$ cat src/rtl/alu_cmd_sequencer.sv
// alu_cmd_sequencer: valid/ready command front-end for the 4-bit ALU datapath.
// Registers a command onto the ALU inputs, waits SETTLE_CYCLES clocks, captures
// f/CiOut and holds the result until the downstream handshake completes.
// Optional feature macro: ALU_SEQ_CHAIN_EN (cmd_chain selects the last result as A).
module alu_cmd_sequencer #(
   parameter int unsigned SETTLE_CYCLES = 2,  // legal range 1..15
   parameter int unsigned CNT_W         = 8
) (
   input  logic             clk,
   input  logic             rst,
   input  logic             cmd_valid,
   output logic             cmd_ready,
   input  logic [3:0]       cmd_a,
   input  logic [3:0]       cmd_b,
   input  logic [2:0]       cmd_op,
   input  logic             cmd_chain,
   output logic [3:0]       A,
   output logic [3:0]       B,
   output logic             m,
   output logic             s1,
   output logic             s0,
   input  logic [3:0]       f,
   input  logic             CiOut,
   output logic             res_valid,
   input  logic             res_ready,
   output logic [3:0]       res_f,
   output logic             res_cout,
   output logic [2:0]       res_op,
   output logic [CNT_W-1:0] op_count
);

   typedef enum logic [1:0] {StIdle, StSettle, StHold} state_e;

   localparam logic [3:0] SettleLast = 4'(SETTLE_CYCLES - 1);

   state_e           state_q, state_d;
   logic [3:0]       settle_cnt_q;
   logic [3:0]       a_q, b_q, res_f_q;
   logic [2:0]       op_q, res_op_q;
   logic             res_cout_q, res_valid_q;
   logic [CNT_W-1:0] op_count_q;
   logic [3:0]       a_in;
   logic             accept, capture, res_done;

   // State register
   always_ff @(posedge clk) begin
      if (rst) state_q <= StIdle;
      else     state_q <= state_d;
   end

   // Next-state logic
   always_comb begin
      state_d = state_q;
      unique case (state_q)
         StIdle:   if (cmd_valid) state_d = StSettle;
         StSettle: if (settle_cnt_q == SettleLast) state_d = StHold;
         StHold:   if (res_ready) state_d = StIdle;
         default:  state_d = StIdle;
      endcase
   end

   // Handshake strobes; cmd_ready is forced low while reset is asserted
   always_comb begin
      cmd_ready = (state_q == StIdle) && !rst;
      accept    = cmd_ready && cmd_valid;
      capture   = (state_q == StSettle) && (settle_cnt_q == SettleLast);
      res_done  = (state_q == StHold) && res_ready;
   end

`ifdef ALU_SEQ_CHAIN_EN
   logic [3:0] last_f_q;

   // Last delivered result, reused as operand A for chained commands
   always_ff @(posedge clk) begin
      if (rst)           last_f_q <= '0;
      else if (res_done) last_f_q <= res_f_q;
   end

   assign a_in = cmd_chain ? last_f_q : cmd_a;
`else
   logic unused_chain;
   assign unused_chain = cmd_chain;
   assign a_in         = cmd_a;
`endif

   // ALU drive registers: load only on command acceptance
   always_ff @(posedge clk) begin
      if (rst) begin
         a_q      <= '0;
         b_q      <= '0;
         op_q     <= '0;
         res_op_q <= '0;
      end else if (accept) begin
         a_q      <= a_in;
         b_q      <= cmd_b;
         op_q     <= cmd_op;
         res_op_q <= cmd_op;
      end
   end

   // Settle counter: cleared on accept, counts while settling
   always_ff @(posedge clk) begin
      if (rst)                        settle_cnt_q <= '0;
      else if (accept)                settle_cnt_q <= '0;
      else if (state_q == StSettle)   settle_cnt_q <= settle_cnt_q + 4'd1;
   end

   // Result capture, valid flag and completed-operation counter
   always_ff @(posedge clk) begin
      if (rst) begin
         res_f_q     <= '0;
         res_cout_q  <= 1'b0;
         res_valid_q <= 1'b0;
         op_count_q  <= '0;
      end else if (capture) begin
         res_f_q     <= f;
         res_cout_q  <= CiOut;
         res_valid_q <= 1'b1;
      end else if (res_done) begin
         res_valid_q <= 1'b0;
         op_count_q  <= op_count_q + CNT_W'(1);
      end
   end

   assign A         = a_q;
   assign B         = b_q;
   assign m         = op_q[2];
   assign s1        = op_q[1];
   assign s0        = op_q[0];
   assign res_f     = res_f_q;
   assign res_cout  = res_cout_q;
   assign res_op    = res_op_q;
   assign res_valid = res_valid_q;
   assign op_count  = op_count_q;

endmodule

$ cat config.mk
export PLATFORM = sky130hd
export DESIGN_NAME = alu_cmd_sequencer
export DESIGN_NICKNAME = d
export VERILOG_FILES = /design/src/rtl/alu_cmd_sequencer.sv
export SDC_FILE = /design/constraint.sdc
export NUM_CORES = 1
export LEC_CHECK = 0
export ABC_AREA = 1
export BUFFER_PORTS_ARGS = -buffer_cell sky130_fd_sc_hd__buf_4
export CORE_ASPECT_RATIO = 1.5
export CORE_MARGIN = 5
export CORE_UTILIZATION = 53
export CTS_BUF_LIST = sky130_fd_sc_hd__clkbuf_2
export CTS_CLUSTER_DIAMETER = 150
export DETAILED_ROUTE_END_ITERATION = 7
export GPL_TIMING_DRIVEN = 0
export PLACE_DENSITY = 0.86
export SETUP_SLACK_MARGIN = 0.05
export SLEW_MARGIN = 40
export SYNTH_ARGS = -nofsm -noshare
export SYNTH_HDL_FRONTEND = slang
export SYNTH_SLANG_ARGS = --single-unit
$ cat constraint.sdc
create_clock -name clk -period 2.3 [get_ports clk]
set_input_delay 0.345 -clock clk [delete_from_list [all_inputs] [get_ports clk]]
set_output_delay 0.345 -clock clk [all_outputs]
set_load 0.005 [all_outputs]
==> results.toml, run 1 <==
[route]
wire_per_inst_um = 11.8
via_count = 1245
dr.pass1.iters = 4
drt_iter0_markers = 22
vias_per_cell = 5.08
route.detailed.drc = 0
wirelength_um = 2890
detail-route-antenna-nets = 0

[clock_tree]
cts_hold_buffers = 0
clock-sinks = 31
cts_buffers = 5
h-tree-depth = 2
insertion_delay_ps = 360
root_buffer = "clkbuf_2"
cts.reportedPaths.clkPinSlew_ps = 140
cts_resized = 0
cts_buffer_depth = 2
post-cts-setup-buffer-count = 0
cts_tree = "done"

[synthesis]
synth-main-ff-cell = "dfxtp_1"
synth_compound_area_frac = 0.0636
post-synth-top-count-cell = "nand2_1"
yosysSeqAreaShare = 0.485
synthAdderAreaFrac = 0.0294
synth_common_cells = "nand2_1 (39), dfxtp_1 (31), nor2_1 (25)"
yosys-mux-area-fraction = 0
synth_xor_area_frac = 0.0137
syn_area_um2 = 1280
yosys.area.top_type = "dfxtp_1"
yosysTopAreaCellShare = 0.485
syn-num-nets = 191
syn_avg_cell_area_um2 = 7.66
synth_top_family_by_area = "simple AND/OR/NAND/NOR gates"
synth_enable_flop_cells = 0
ys_warn_count = 0
async_reset_ff_frac = 0
synthSimpleGateAreaFrac = 0.327
synth_top_cells_by_area = "dfxtp_1 (49%), nand2_1 (11%), nor2_1 (7.3%)"
yosysUniqueCellTypes = 22
synth_seq_cells = 31
postSynthCellCount = 167

[place]
numPortBuffers = 48
place_area_um2 = 1670
finalWeightedCongestion = 0.710
dp.cells = 238
dpl.hpwl_um = 2300

[die]
start_util = 0.559
io_pins = 50
dieWidth_um = 50.1
dieArea_um2 = 3520
die_h_um = 70.2
placementRows = 21
core_area_um2 = 2290

[critical_path]
start_kind = "flop"
cp_data_required_time_ps = 1960
worstPathMaxFanout = 10
critical_path.endpoint_type = "primary output"
critPathKind = "flop to primary output"
cp.arrival_ps = 1390

[pwr]
static-leakage-power_nw = 0.831
powerDensity_nw_per_um2 = 553
ir_drop_mv = 0.523

[final_layout]
antennaDiodeCount = 0
final_core_util = 0.744
drive_gt1_frac = 0.315
synthToLayoutAreaGrowth_pct = 33.1
layoutNonFillerInstCount = 245
nNetsFinal = 246
fin_area_um2 = 1700

[global_routing]
grt_max_degree = 11
grt_util_met2 = 0.310
grtUsageMet1 = 0.175
met3_usage = 0.0936
grt_pass1_wl_um = 5090
overflow = 0
grt_use_total = 0.183
grt_pass1_vias = 1251
grt.busiest_layer = "met2"
antenna_found_initial = 0

[sta]
setup_violations = 0
rsz0062_at_grt = "no"
fin_worst_skew_ps = 5.15
final.setup.tns_ps = 0
slew_headroom = 0.759
worst_pin_slew_ps = 362
hold_viol = 0
hold_ws_ps = 185
fin_crit_ps = 1730
drv_slew = 0
fmax_ghz = 0.577
min_period_over_period = 0.753

[hold_path]
hold_path.class = "primary input to flop"

[run]
max-cap-violations = 0

[status]
status = "complete, no violations"
## layer usage
layer	vias to the layer above	part of all wire
met3	5	0.12
met2	49	0.50
li1	638	-
met1	553	0.36
met4	0	0.018
met5	-	0
## cell usage in the layout (no fill, tap or decap), drive strengths merged, types with 2 or more instances in the layout
cell	n
xor2	2
a21oi	5
o21ai	10
clkinv	2
clkbuf	6
dfxtp	31
nor3	4
buf	54
inv	16
ha	3
nand2	39
nor2	29
nand3	18
## layout make-up
type | instances | area, µm²
Sequential cell | 31 | 621
Fill cell | 182 | 584
Multi-Input combinational cell | 113 | 554
Timing Repair Buffer | 48 | 360
Inverter | 16 | 60.1
Buffer | 7 | 43.8
Tap cell | 23 | 28.8
Clock buffer | 5 | 25.0
Clock inverter | 2 | 8.76
## metrics by stage
stage,total power [mW],worst slack (ps)
after floorplan,0.642,1200
after global placement,0.713,927
after detailed placement,0.718,914
after CTS,0.954,541
after global routing,1.01,410
final,0.941,568
## registers in the layout (all words and copies together), names as in the netlist
register      flops
res_f             4
res_valid         1
res_cout          1
state_q           2
op_count          8
B                 4
settle_cnt_q      4
A                 4
res_op            3
## cell families (layout without fill, tap and decap cells)
family                     count (synthesis)  count (layout)
and+or+nand+nor                           92              92
DFF                                       31              31
buffers and inverters                     23              78
AOI/OAI and AO/OA                         16              16
adders and majority gates                  3               3
xor gates and xnor gates                   2               2
## final timing paths
check	startpoint	to	slack, ps	depth (start not counted)
setup / recovery	state_q[1]	cmd_ready	570	3
hold / removal	rst	state_q[1]	190	2
setup reg to reg	state_q[0]	res_f[2]	1020	7
hold reg to reg	B[2]	B[2]	460	2
## report_power, final
group / internal (mW) / leakage (nW) / total, mW / switching, mW
clock network: 0.0641 / 0.0262 / 0.236 / 0.172
logic: 0.0710 / 0.553 / 0.132 / 0.0608
registers: 0.558 / 0.252 / 0.572 / 0.0143
## worst max-delay path, stage by stage (launching register included)
cell and delay, ps:
dfxtp_1 410, nor3_2 240, buf_2 240, buf_4 140
Power figures use the tool's default switching activity.
==> inputs of run 2 (changes only) <==
--- a/config.mk
+++ b/config.mk
@@ -9,12 +9,12 @@
 export BUFFER_PORTS_ARGS = -buffer_cell sky130_fd_sc_hd__buf_4
 export CORE_ASPECT_RATIO = 1.5
 export CORE_MARGIN = 5
-export CORE_UTILIZATION = 53
+export CORE_UTILIZATION = 49
 export CTS_BUF_LIST = sky130_fd_sc_hd__clkbuf_2
 export CTS_CLUSTER_DIAMETER = 150
 export DETAILED_ROUTE_END_ITERATION = 7
 export GPL_TIMING_DRIVEN = 0
-export PLACE_DENSITY = 0.86
+export PLACE_DENSITY = 0.8
 export SETUP_SLACK_MARGIN = 0.05
 export SLEW_MARGIN = 40
 export SYNTH_ARGS = -nofsm -noshare
==> constraint.sdc (replaced) <==
create_clock -name clk -period 1.7 [get_ports clk]
set_input_delay 0.255 -clock clk [delete_from_list [all_inputs] [get_ports clk]]
set_output_delay 0.255 -clock clk [all_outputs]
set_load 0.005 [all_outputs]
==> results.toml, run 2 (synthesis results as in run 1) <==
[clock_tree]
root_buffer = "clkbuf_2"
cts_tree = "done"
insertion_delay_ps = 360
h-tree-depth = 2
cts.reportedPaths.clkPinSlew_ps = 150
post-cts-setup-buffer-count = 0
cts_buffer_depth = 2
clock-sinks = 31
cts_buffers = 5

[critical_path]
start_kind = "flop"
critPathKind = "flop to primary output"
regToRegEndpoint = "res_cout"
worstPathMaxFanout = 10
r2r_start = "state_q[0]"
critical_path.endpoint_type = "primary output"
cp_data_required_time_ps = 1440
cp.arrival_ps = 1280
reg2reg_depth = 7
rrSetupSlack_ps = 400

[global_routing]
grt_util_met2 = 0.310
grt_pass1_vias = 1184
grt.busiest_layer = "met2"
grt_use_total = 0.167
antenna_found_initial = 0
overflow = 0
grtUsageMet1 = 0.149
grt_max_degree = 11
met3_usage = 0.0719
grt_pass1_wl_um = 4680

[final_layout]
antennaDiodeCount = 0
final_common_cell = "buf_4"
synthToLayoutAreaGrowth_pct = 36.3
nNetsFinal = 246
final_core_util = 0.704
layout.cells.most_common_list = "buf_4 (53), nand2_1 (39), dfxtp_1 (30)"
drive_gt1_frac = 0.323
fill_cells = 204
largest_reg_flops = 8

[place]
numPortBuffers = 48
finalWeightedCongestion = 0.731
dpl.hpwl_um = 2280
dp_slack_ps = 461

[pwr]
ir_drop_mv = 0.693
static-leakage-power_nw = 0.846
powerDensity_nw_per_um2 = 831

[sta]
fmax_ghz = 0.653
setup_ws_ps = 168
worst_pin_slew_ps = 395
rsz0062_at_grt = "no"
min_period_over_period = 0.901
fin_crit_ps = 1530
setup_violations = 0
hold_viol = 0
fin_worst_skew_ps = 5.99
final.setup.tns_ps = 0
drv_slew = 0
slew_headroom = 0.736

[hold_path]
holdPathEnd = "state_q[1]"
worstHoldStart = "rst"
hold_path.class = "primary input to flop"
min_path_cells = 2

[status]
status = "complete, no violations"

[route]
vias_per_cell = 5.05
detail-route-antenna-nets = 0
via_count = 1248
wire_per_inst_um = 11.5
dr.pass1.iters = 4
drt_iter0_markers = 29
route.detailed.drc = 0
wirelength_um = 2830

[run]
max-cap-violations = 0

[die]
io_pins = 50
dieWidth_um = 51.7
placementRows = 22
core_area_um2 = 2480
die_h_um = 72.6
dieArea_um2 = 3750
start_util = 0.516
[run 2: cell types whose count changed in the layout (fill, tap and decap cells not counted)]
cell,before,now
buf_4,52,53
nor3_4,0,1
dfxtp_1,31,30
dfxtp_2,0,1
buf_2,2,1
nor3_2,1,0
bufinv_16,0,1
[run 2: layout make-up]
cell class,instances,area [µm²],area share
clock inverter,3,38.8,0.0223
inverter,16,60.1,0.0345
timing repair buffer,48,360,0.207
sequential,31,622,0.357
clock buffer,5,25.0,0.0144
multi-input combinational,113,561,0.322
tap,24,30.0,0.0172
buffer,7,46.3,0.0266
[run 2: power breakdown]
group | leakage [nW] | internal, mW | switching (mW)
logic | 0.553 | 0.0983 | 0.0819
clock network | 0.0404 | 0.242 | 0.250
registers | 0.253 | 0.756 | 0.0206
[run 2: routing by layer]
layer / routed length (µm) / vias up
met3: 254 / 5
li1: - / 637
met4: 51 / 0
met1: 1080 / 562
met5: 0 / -
met2: 1450 / 44
[run 2: stage by stage]
stage | std cells | hold WS, ps | area (µm²) | power (mW)
3_5_place_dp | 239 | 443 | 1670 | 0.970
2_1_floorplan | 167 | 324 | 1280 | 0.868
6_report | 247 | 97.6 | 1740 | 1.45
3_3_place_gp | 239 | 431 | 1670 | 0.963
5_1_grt | 247 | 47.2 | 1740 | 1.53
4_1_cts | 247 | 66.6 | 1740 | 1.47
[run 2: critical path, stage by stage, from the launching register on]
cell and delay, ps:
dfxtp_1 380, nor3_4 220, buf_4 190, buf_4 120
[run 2: timing repair]
item	CTS	global route
resized for setup	1	2
hold buffers	0	0
endpoints found under the setup margin	1	1
[run 2: worst max path at each step]
stage,slack [ps],to,start
2_1_floorplan,600,res_cout,state_q[0]
3_3_place_gp,480,cmd_ready,state_q[1]
3_5_place_dp,460,res_cout,state_q[0]
4_1_cts,70,cmd_ready,state_q[1]
5_1_grt,60,cmd_ready,state_q[1]
6_report,170,cmd_ready,state_q[0]
